--- config.mk ---
export PLATFORM = sky130hd
export DESIGN_NAME = sum_accumulator8
export DESIGN_NICKNAME = d
export VERILOG_FILES = /design/src/rtl/sum_accumulator8.sv
export SDC_FILE = /design/constraint.sdc
export NUM_CORES = 1
export LEC_CHECK = 0
export BUFFER_PORTS_ARGS = -buffer_cell sky130_fd_sc_hd__buf_2
export CORE_UTILIZATION = 40
export DETAILED_ROUTE_END_ITERATION = 12
export GPL_ROUTABILITY_DRIVEN = 0
export HOLD_SLACK_MARGIN = 0.12
export PLACE_DENSITY = 0.6
export SLEW_MARGIN = 20
export SYNTH_ARGS = -nofsm -noshare
export SYNTH_HDL_FRONTEND = slang
export SYNTH_SLANG_ARGS = --single-unit
--- constraint.sdc ---
create_clock -name clk -period 5.5 [get_ports clk]
set_input_delay 1.1 -clock clk [delete_from_list [all_inputs] [get_ports clk]]
set_output_delay 1.1 -clock clk [all_outputs]
set_load 0.02 [all_outputs]
--- src/rtl/sum_accumulator8.sv ---
// Accumulates {cout_in, sum_in} samples from the adder stage and streams a snapshot
// of the totals byte-wise on request. Define ACC_SATURATE_EN to clamp acc instead of wrapping.
module sum_accumulator8 #(
  parameter int ACC_W = 16,
  parameter int CNT_W = 8
) (
  input  logic             clk,
  input  logic             rst_n,
  input  logic [7:0]       sum_in,
  input  logic             cout_in,
  input  logic             in_valid,
  output logic             in_ready,
  input  logic             clear,
  input  logic             dump,
  output logic [7:0]       out_byte,
  output logic             out_valid,
  output logic             out_last,
  output logic             ovf,
  output logic [CNT_W-1:0] sample_cnt
);

  localparam int NB    = ACC_W / 8;
  localparam int IDX_W = $clog2(NB + 1);

  typedef enum logic {ACCUM, DUMP} state_t;

  state_t             state_q, state_d;
  logic [ACC_W-1:0]   acc_q, acc_d, acc_add;
  logic [CNT_W-1:0]   cnt_q, cnt_d;
  logic               ovf_q, ovf_d;
  logic [ACC_W-1:0]   shadow_acc_q, shadow_acc_d;
  logic [CNT_W-1:0]   shadow_cnt_q, shadow_cnt_d;
  logic [IDX_W-1:0]   idx_q, idx_d;
  logic [7:0]         out_byte_q, out_byte_d, dump_byte;
  logic               out_valid_q, out_valid_d;
  logic               out_last_q, out_last_d;
  logic [ACC_W:0]     acc_sum;
  logic               transfer;

  assign in_ready   = (state_q == ACCUM);
  assign transfer   = in_valid && in_ready && !clear;
  assign acc_sum    = {1'b0, acc_q} + (ACC_W + 1)'({cout_in, sum_in});

`ifdef ACC_SATURATE_EN
  assign acc_add = acc_sum[ACC_W] ? '1 : acc_sum[ACC_W-1:0];
`else
  assign acc_add = acc_sum[ACC_W-1:0];
`endif

  // Live totals: clear beats a same-cycle transfer, in either state.
  always_comb begin
    // NOTE: every comb output gets a default first so no path can infer a latch.
    acc_d = acc_q;
    cnt_d = cnt_q;
    ovf_d = ovf_q;
    if (clear) begin
      acc_d = '0;
      cnt_d = '0;
      ovf_d = 1'b0;
    end else if (transfer) begin
      acc_d = acc_add;
      if (cnt_q != '1) cnt_d = cnt_q + CNT_W'(1);
      if (acc_sum[ACC_W]) ovf_d = 1'b1;
    end
  end

  // Byte selected from the snapshot; index NB is the count byte.
  always_comb begin
    dump_byte = 8'(shadow_cnt_q);
    for (int i = 0; i < NB; i++) begin
      if (idx_q == IDX_W'(i)) dump_byte = shadow_acc_q[i*8 +: 8];
    end
  end

  always_comb begin
    state_d      = state_q;
    shadow_acc_d = shadow_acc_q;
    shadow_cnt_d = shadow_cnt_q;
    idx_d        = idx_q;
    out_byte_d   = out_byte_q;
    out_valid_d  = 1'b0;
    out_last_d   = 1'b0;
    case (state_q)
      ACCUM: begin
        if (dump && !clear) begin
          // Snapshot includes a sample accepted in this same cycle; byte 0 goes out now.
          state_d      = DUMP;
          shadow_acc_d = acc_d;
          shadow_cnt_d = cnt_d;
          out_byte_d   = acc_d[7:0];
          out_valid_d  = 1'b1;
          idx_d        = IDX_W'(1);
        end
      end
      DUMP: begin
        if (out_last_q) begin
          state_d = ACCUM;
        end else begin
          out_byte_d  = dump_byte;
          out_valid_d = 1'b1;
          out_last_d  = (idx_q == IDX_W'(NB));
          idx_d       = idx_q + IDX_W'(1);
        end
      end
      default: state_d = ACCUM;
    endcase
  end

  // NOTE: the snapshot registers are reset along with everything else so the
  // stream never carries X even though they are only read after a capture.
  always_ff @(posedge clk or negedge rst_n) begin
    if (!rst_n) begin
      state_q      <= ACCUM;
      acc_q        <= '0;
      cnt_q        <= '0;
      ovf_q        <= 1'b0;
      shadow_acc_q <= '0;
      shadow_cnt_q <= '0;
      idx_q        <= '0;
      out_byte_q   <= '0;
      out_valid_q  <= 1'b0;
      out_last_q   <= 1'b0;
    end else begin
      // NOTE: non-blocking assignments so every register samples pre-edge values.
      state_q      <= state_d;
      acc_q        <= acc_d;
      cnt_q        <= cnt_d;
      ovf_q        <= ovf_d;
      shadow_acc_q <= shadow_acc_d;
      shadow_cnt_q <= shadow_cnt_d;
      idx_q        <= idx_d;
      out_byte_q   <= out_byte_d;
      out_valid_q  <= out_valid_d;
      out_last_q   <= out_last_d;
    end
  end

  assign out_byte   = out_byte_q;
  assign out_valid  = out_valid_q;
  assign out_last   = out_last_q;
  assign ovf        = ovf_q;
  assign sample_cnt = cnt_q;

endmodule

==> flow_metrics.py, run 1 <==
metrics = {
    "global_route": {
        "grt_use_met2_pct": 31.47,
        "grt_overflow": 0,
        "grt_pass1_vias": 2577,
        "met1_usage_pct": 27.78,
        "use_met3_pct": 4.975,
        "grt_util_all_layers_pct": 19.99,
        "grt_pass1_wl_um": 12970,
        "antenna_found_initial": 0,
        "grt_start_max_net_pins": 62,
        "top_usage_layer": "met2",
    },
    "pwr": {
        "p_leak_nw": 1.761,
        "vdd_drop_max_uv": 143.5,
        "power.density_nw_per_um2": 431.4,
    },
    "cts": {
        "htree_levels": 3,
        "clk_pin_slew_ns": 0.06,
        "cts_buffers": 9,
        "max-clock-path-buffers": 2,
        "cts_sinks": 61,
        "post_cts_buffers": 0,
        "hold_buffers": 0,
        "clock_latency_ns": 0.33,
        "cts_tree": "yes",
        "root_buffer": "clkbuf_8",
        "cts_resized": 0,
    },
    "final_layout": {
        "fin_nets": 407,
        "drive_gt1_share_pct": 14.58,
        "layout_commonest_cell": "dfrtp_1",
        "final_cell_mix": "dfrtp_1, nand2_1, buf_2",
        "syn_to_final_growth_pct": 14.67,
        "n_antenna_cell": 0,
    },
    "sta": {
        "whs_ns": 0.4827,
        "finalClockSkew_ns": 0.008782,
        "max_freq_ghz": 0.3422,
        "hold_viol": 0,
        "setup_viol": 0,
        "slew-limit-headroom_pct": 48.62,
        "finalMaxSlewViolations": 0,
        "fin_setup_tns_ns": 0,
        "post-route-period-util_pct": 53.13,
        "period_minus_slack_ns": 2.922,
        "tightest_slew_ns": 0.7706,
        "rsz0062_at_grt": "no",
    },
    "setup_path": {
        "slowest_delay_ns": 0.42,
        "required_ns": 5.69,
        "ff2ff_setup_slack_ns": 3.07,
        "timing.rr.start": "acc_q[0]",
        "path_cells": "buf_2 -> ha_1 -> fa_1 -> a21oi_1 -> o22ai_1 -> or3_1 -> a32oi_1 -> o21ai_0",
        "critPathKind": "input port to register",
        "rr_worst_depth": 7,
        "crit_fanout": 3,
        "arrival_ns": 3.12,
        "endpoint_kind": "register",
        "worstSetupStartpointType": "input port",
        "cp_slowest_cell": "fa_1",
        "reg2reg_to": "shadow_acc_q[6]",
    },
    "synthesis": {
        "syn_avg_cell_area_um2": 9.389,
        "synth_nets": 375,
        "ys.flop_type": "dfrtp_1",
        "ys.warnings.count": 0,
        "ys_ff_latch": 61,
        "netlist_area_um2": 3258,
        "synth_edf_count": 0,
        "postSynthCellCount": 347,
        "async_reset_ff_share_pct": 100.0,
        "yosysUniqueCellTypes": 49,
        "ys_seq_area_share_pct": 46.85,
    },
    "detailed_routing": {
        "drc": 0,
        "viasPerCell": 5.488,
        "ant_nets": 0,
        "vias": 2667,
        "dr.pass1.iters": 4,
        "avgRoutedWirePerCell_um": 16.02,
        "drtIter0Drc": 150,
        "wirelength_um": 7788,
    },
    "floorplanning": {
        "rows": 32,
        "die_y_um": 92.25,
        "fp.coreArea_um2": 7807,
        "initial_core_util_pct": 41.73,
        "io_pins": 34,
        "die_w_um": 92.25,
        "die_area_um2": 8510,
    },
    "worst_hold_path": {
        "worstHoldEndpoint": "shadow_acc_q[15]",
        "min_path_type": "register to register",
        "worstHoldPathCells": 2,
        "min-delay-start": "shadow_acc_q[15]",
    },
    "flow_run": {
        "cap_viol_max_count": 0,
    },
    "placement": {
        "hpwlAfterDp_um": 5610,
        "io_buffers": 33,
    },
    "outcome": {
        "status": "completed",
    },
}
[layer usage]
metal / vias up / routed length (µm)
met2: 73 / 3646
met3: 7 / 348
li1: 1309 / -
met4: 0 / 65
met5: - / 0
met1: 1278 / 3727
[cell families (layout without fill, tap and decap cells)]
logic type,count (synthesis),in the layout,synth area share (%)
DFF,61,61,46.85
muxes,19,19,5.991
adders and majority gates,14,14,5.607
buffers and inverters,27,64,3.302
and+or+nand+nor,121,121,17.09
xor gates and xnor gates,15,15,4.032
AOI/OAI and AO/OA,90,90,17.13
[metrics by stage]
stage / setup WS, ns / utilization [%] / instances / total power [mW] / area [µm²]
after detailed placement: 2.186 / 44.97 / 470 / 1.168 / 3511
after floorplan: 2.660 / - / 347 / 0.9985 / 3258
after CTS: 2.554 / 47.85 / 486 / 1.618 / 3736
final: 2.578 / 47.85 / 486 / 1.612 / 3736
after global routing: 2.463 / 47.85 / 486 / 1.710 / 3736
after global placement: 2.243 / 44.97 / 470 / 1.156 / 3511
[registers in the layout, summed over array words and instances (netlist names)]
name and count:
shadow_acc_q 16, ovf 1, out_byte 8, idx_q 2
shadow_cnt_q 8, out_valid 1, out_last 1, acc_q 16
sample_cnt 8
[how the worst max path moves through the flow]
stage	cells past startpoint	from	slack [ns]	to
floorplan	7	sum_in[0]	2.66	out_byte[6]
global placement	8	sum_in[0]	2.24	out_byte[6]
detailed placement	8	sum_in[0]	2.19	shadow_acc_q[6]
CTS	8	sum_in[0]	2.55	shadow_acc_q[6]
global route	7	clear	2.46	out_byte[4]
finish	8	sum_in[0]	2.58	shadow_acc_q[6]
[power breakdown]
group          switching, mW  total, mW  internal (mW)
clock network          0.169      0.448          0.279
logic                  0.354      0.548          0.194
registers             0.0759      0.616          0.540
[Yosys cell counts (all sizes together) (2+ instances only)]
cell type	number	area (µm²)
clkbuf	9	33.78
and3	4	25.02
nor3b	2	20.02
ha	13	162.7
mux2	4	45.04
nand2	48	180.2
nand3	10	50.05
nor3	7	35.03
a2111oi	2	17.52
o31ai	7	52.55
mux2i	15	150.1
o22ai	4	25.02
nor2b	2	12.51
xnor2	4	35.03
a31oi	3	18.77
nand4	4	25.02
a21oi	17	85.08
xor2	11	96.34
dfrtp	61	1526
or3	2	12.51
a22oi	2	15.01
a211oi	7	52.55
o21ai	31	155.1
inv	12	45.04
nand2b	3	18.77
a21o	3	22.52
nor2	32	120.1
o211ai	5	37.54
buf	6	28.77
[critical path, delay by kind of cell]
family	cells	cell delay, ns
AO/OA/AOI/OAI	4	0.94
adder cells (fa/ha/maj)	2	0.65
buffers and inverters	1	0.10
AND/OR/NAND/NOR	1	0.33
[layout make-up]
cell class	instances	area (µm²)
multi-input cells	259	1624
repair buffers	36	187.7
flip-flops and latches	61	1526
clock inverters	4	70.07
fillers	754	4071
well taps	102	127.6
inverters	12	45.04
clock buffers	12	155.1
Power figures use the tool's default switching activity.
==> inputs of run 2 (changes only) <==
==> constraint.sdc (replaced) <==
create_clock -name clk -period 2.8 [get_ports clk]
set_input_delay 0.56 -clock clk [delete_from_list [all_inputs] [get_ports clk]]
set_output_delay 0.56 -clock clk [all_outputs]
set_load 0.02 [all_outputs]
==> run 2 against run 1 <==
Worst setup slack worse by 2.2 ns. Sequential cell count unchanged. Clock power rose to 2.5 times the previous value. Via count up 0.86%. Die area unchanged. Routed wire length up 5.2%. Hold slack worse by 0.35 ns.
==> flow_metrics.py, run 2 (synthesized netlist as in run 1, its figures left out) <==
metrics = {
    "setup_path": {
        "path_cells": "ha_1 -> fa_1 -> a21oi_1 -> o22ai_1 -> or3_1 -> a32oi_1 -> o21ai_0",
        "arrival_ns": 2.59,
        "worstSetupStartpointType": "register",
        "endpoint_kind": "register",
        "cp_slowest_cell": "fa_1",
        "timing.rr.start": "acc_q[0]",
        "critPathKind": "register to register",
        "crit_fanout": 3,
        "required_ns": 3.01,
        "startpoint": "acc_q[0]",
        "slowest_delay_ns": 0.41,
    },
    "detailed_routing": {
        "viasPerCell": 5.456,
        "wirelength_um": 8195,
        "ant_nets": 0,
        "dr.pass1.iters": 4,
        "avgRoutedWirePerCell_um": 16.62,
        "drtIter0Drc": 133,
        "drc": 0,
        "vias": 2690,
    },
    "cts": {
        "cts_tree": "yes",
        "cts_sinks": 61,
        "cts_buffers": 9,
        "max-clock-path-buffers": 2,
        "cts_resized": 0,
        "post_cts_buffers": 0,
        "clock_latency_ns": 0.34,
        "htree_levels": 3,
        "root_buffer": "clkbuf_8",
        "clk_pin_slew_ns": 0.07,
        "hold_buffers": 0,
    },
    "sta": {
        "max_freq_ghz": 0.4201,
        "tightest_slew_ns": 0.5956,
        "post-route-period-util_pct": 85.02,
        "setup_viol": 0,
        "period_minus_slack_ns": 2.381,
        "hold_viol": 0,
        "finalMaxSlewViolations": 0,
        "fin_setup_tns_ns": 0,
        "rsz0062_at_grt": "no",
        "finalClockSkew_ns": 0.009152,
        "slew-limit-headroom_pct": 60.15,
    },
    "final_layout": {
        "final_util_pct": 49.31,
        "syn_to_final_growth_pct": 18.16,
        "top_regs": "acc_q: 16 flops, shadow_acc_q: 16 flops",
        "nFillCells": 770,
        "fin_nets": 414,
        "multi_input_area_um2": 1624,
        "final_cell_mix": "dfrtp_1, nand2_1, buf_2",
        "layout_commonest_cell": "dfrtp_1",
        "seqCellArea_um2": 1526,
        "n_antenna_cell": 0,
        "stdcell_area_um2": 3850,
        "drive_gt1_share_pct": 16.11,
        "stdcell_count": 493,
    },
    "pwr": {
        "p_int_mw": 2.227,
        "p_clk_share_pct": 33.1,
        "p_switching_mw": 1.214,
        "total_power_mw": 3.442,
        "swShare_pct": 35.28,
        "seqPwrFrac_pct": 34.9,
        "p_leak_nw": 1.821,
        "vdd_drop_max_uv": 340.3,
        "power.density_nw_per_um2": 894.0,
        "power_frac_comb_pct": 32.0,
    },
    "global_route": {
        "grt_util_all_layers_pct": 21.10,
        "grt_pass1_vias": 2562,
        "antenna_found_initial": 0,
        "grt_overflow": 0,
        "grt_start_max_net_pins": 41,
        "grt_pass1_wl_um": 13570,
    },
    "placement": {
        "dp_cells": 477,
        "dpl_cell_area_um2": 3563,
        "hpwlAfterDp_um": 5971,
        "io_buffers": 33,
    },
    "floorplanning": {
        "die_w_um": 92.25,
        "die_y_um": 92.25,
        "rows": 32,
        "die_area_um2": 8510,
        "fp.coreArea_um2": 7807,
        "initial_core_util_pct": 41.73,
        "io_pins": 34,
    },
    "worst_hold_path": {
        "min_path_type": "input port to async pin",
    },
    "flow_run": {
        "cap_viol_max_count": 0,
    },
    "outcome": {
        "status": "completed",
    },
}
-- run 2: final cells by class --
| class | instances | share of cell area (%) |
|---|---|---|
| clock buffers | 10 | 3.315 |
| multi-input cells | 259 | 42.18 |
| inverters | 12 | 1.170 |
| flip-flops and latches | 61 | 39.65 |
| well taps | 102 | 3.315 |
| clock inverters | 6 | 4.127 |
| repair buffers | 43 | 6.240 |
-- run 2: through the flow --
stage	hold slack, ns	worst slack (ns)
floorplan	0.2644	0.5002
global placement	0.4608	0.2087
detailed placement	0.4655	0.1593
CTS	0.1398	0.4515
global route	0.1526	0.2528
finish	0.1341	0.4193
-- run 2: path summary, 6_finish.rpt --
check / endpoint / slack, ns / cells after the start
max in group asynchronous: acc_q[6] / 1.94 / 2
worst max register to register: shadow_acc_q[6] / 0.42 / 7
worst min-delay path: acc_q[2] / 0.13 / 1
worst max-delay path: shadow_acc_q[6] / 0.42 / 7
worst min register to register: out_byte[0] / 0.47 / 2
min in group clk: out_byte[0] / 0.47 / 2
-- run 2: power by group through the flow --
stage	registers (mW)	clock network (mW)	logic [mW]
floorplan	1.23	0	0.733
global placement	1.21	0	1.08
detailed placement	1.22	0	1.10
CTS	1.20	1.16	1.10
global route	1.22	1.19	1.24
finish	1.20	1.14	1.10
-- run 2: metal layers --
metal | wire (µm) | global-route usage, %
met1 | 3824 | 28.95
met2 | 3869 | 33.46
met3 | 389 | 3.566
met4 | 112 | 7.682
met5 | 0 | 0
-- run 2: worst max-delay path, delay by kind of cell (launching register included) --
kind / cells / cell delay [ns]
adders and majority gates: 2 / 0.63
AOI/OAI and AO/OA: 4 / 0.89
and+or+nand+nor: 1 / 0.33
DFF: 1 / 0.39
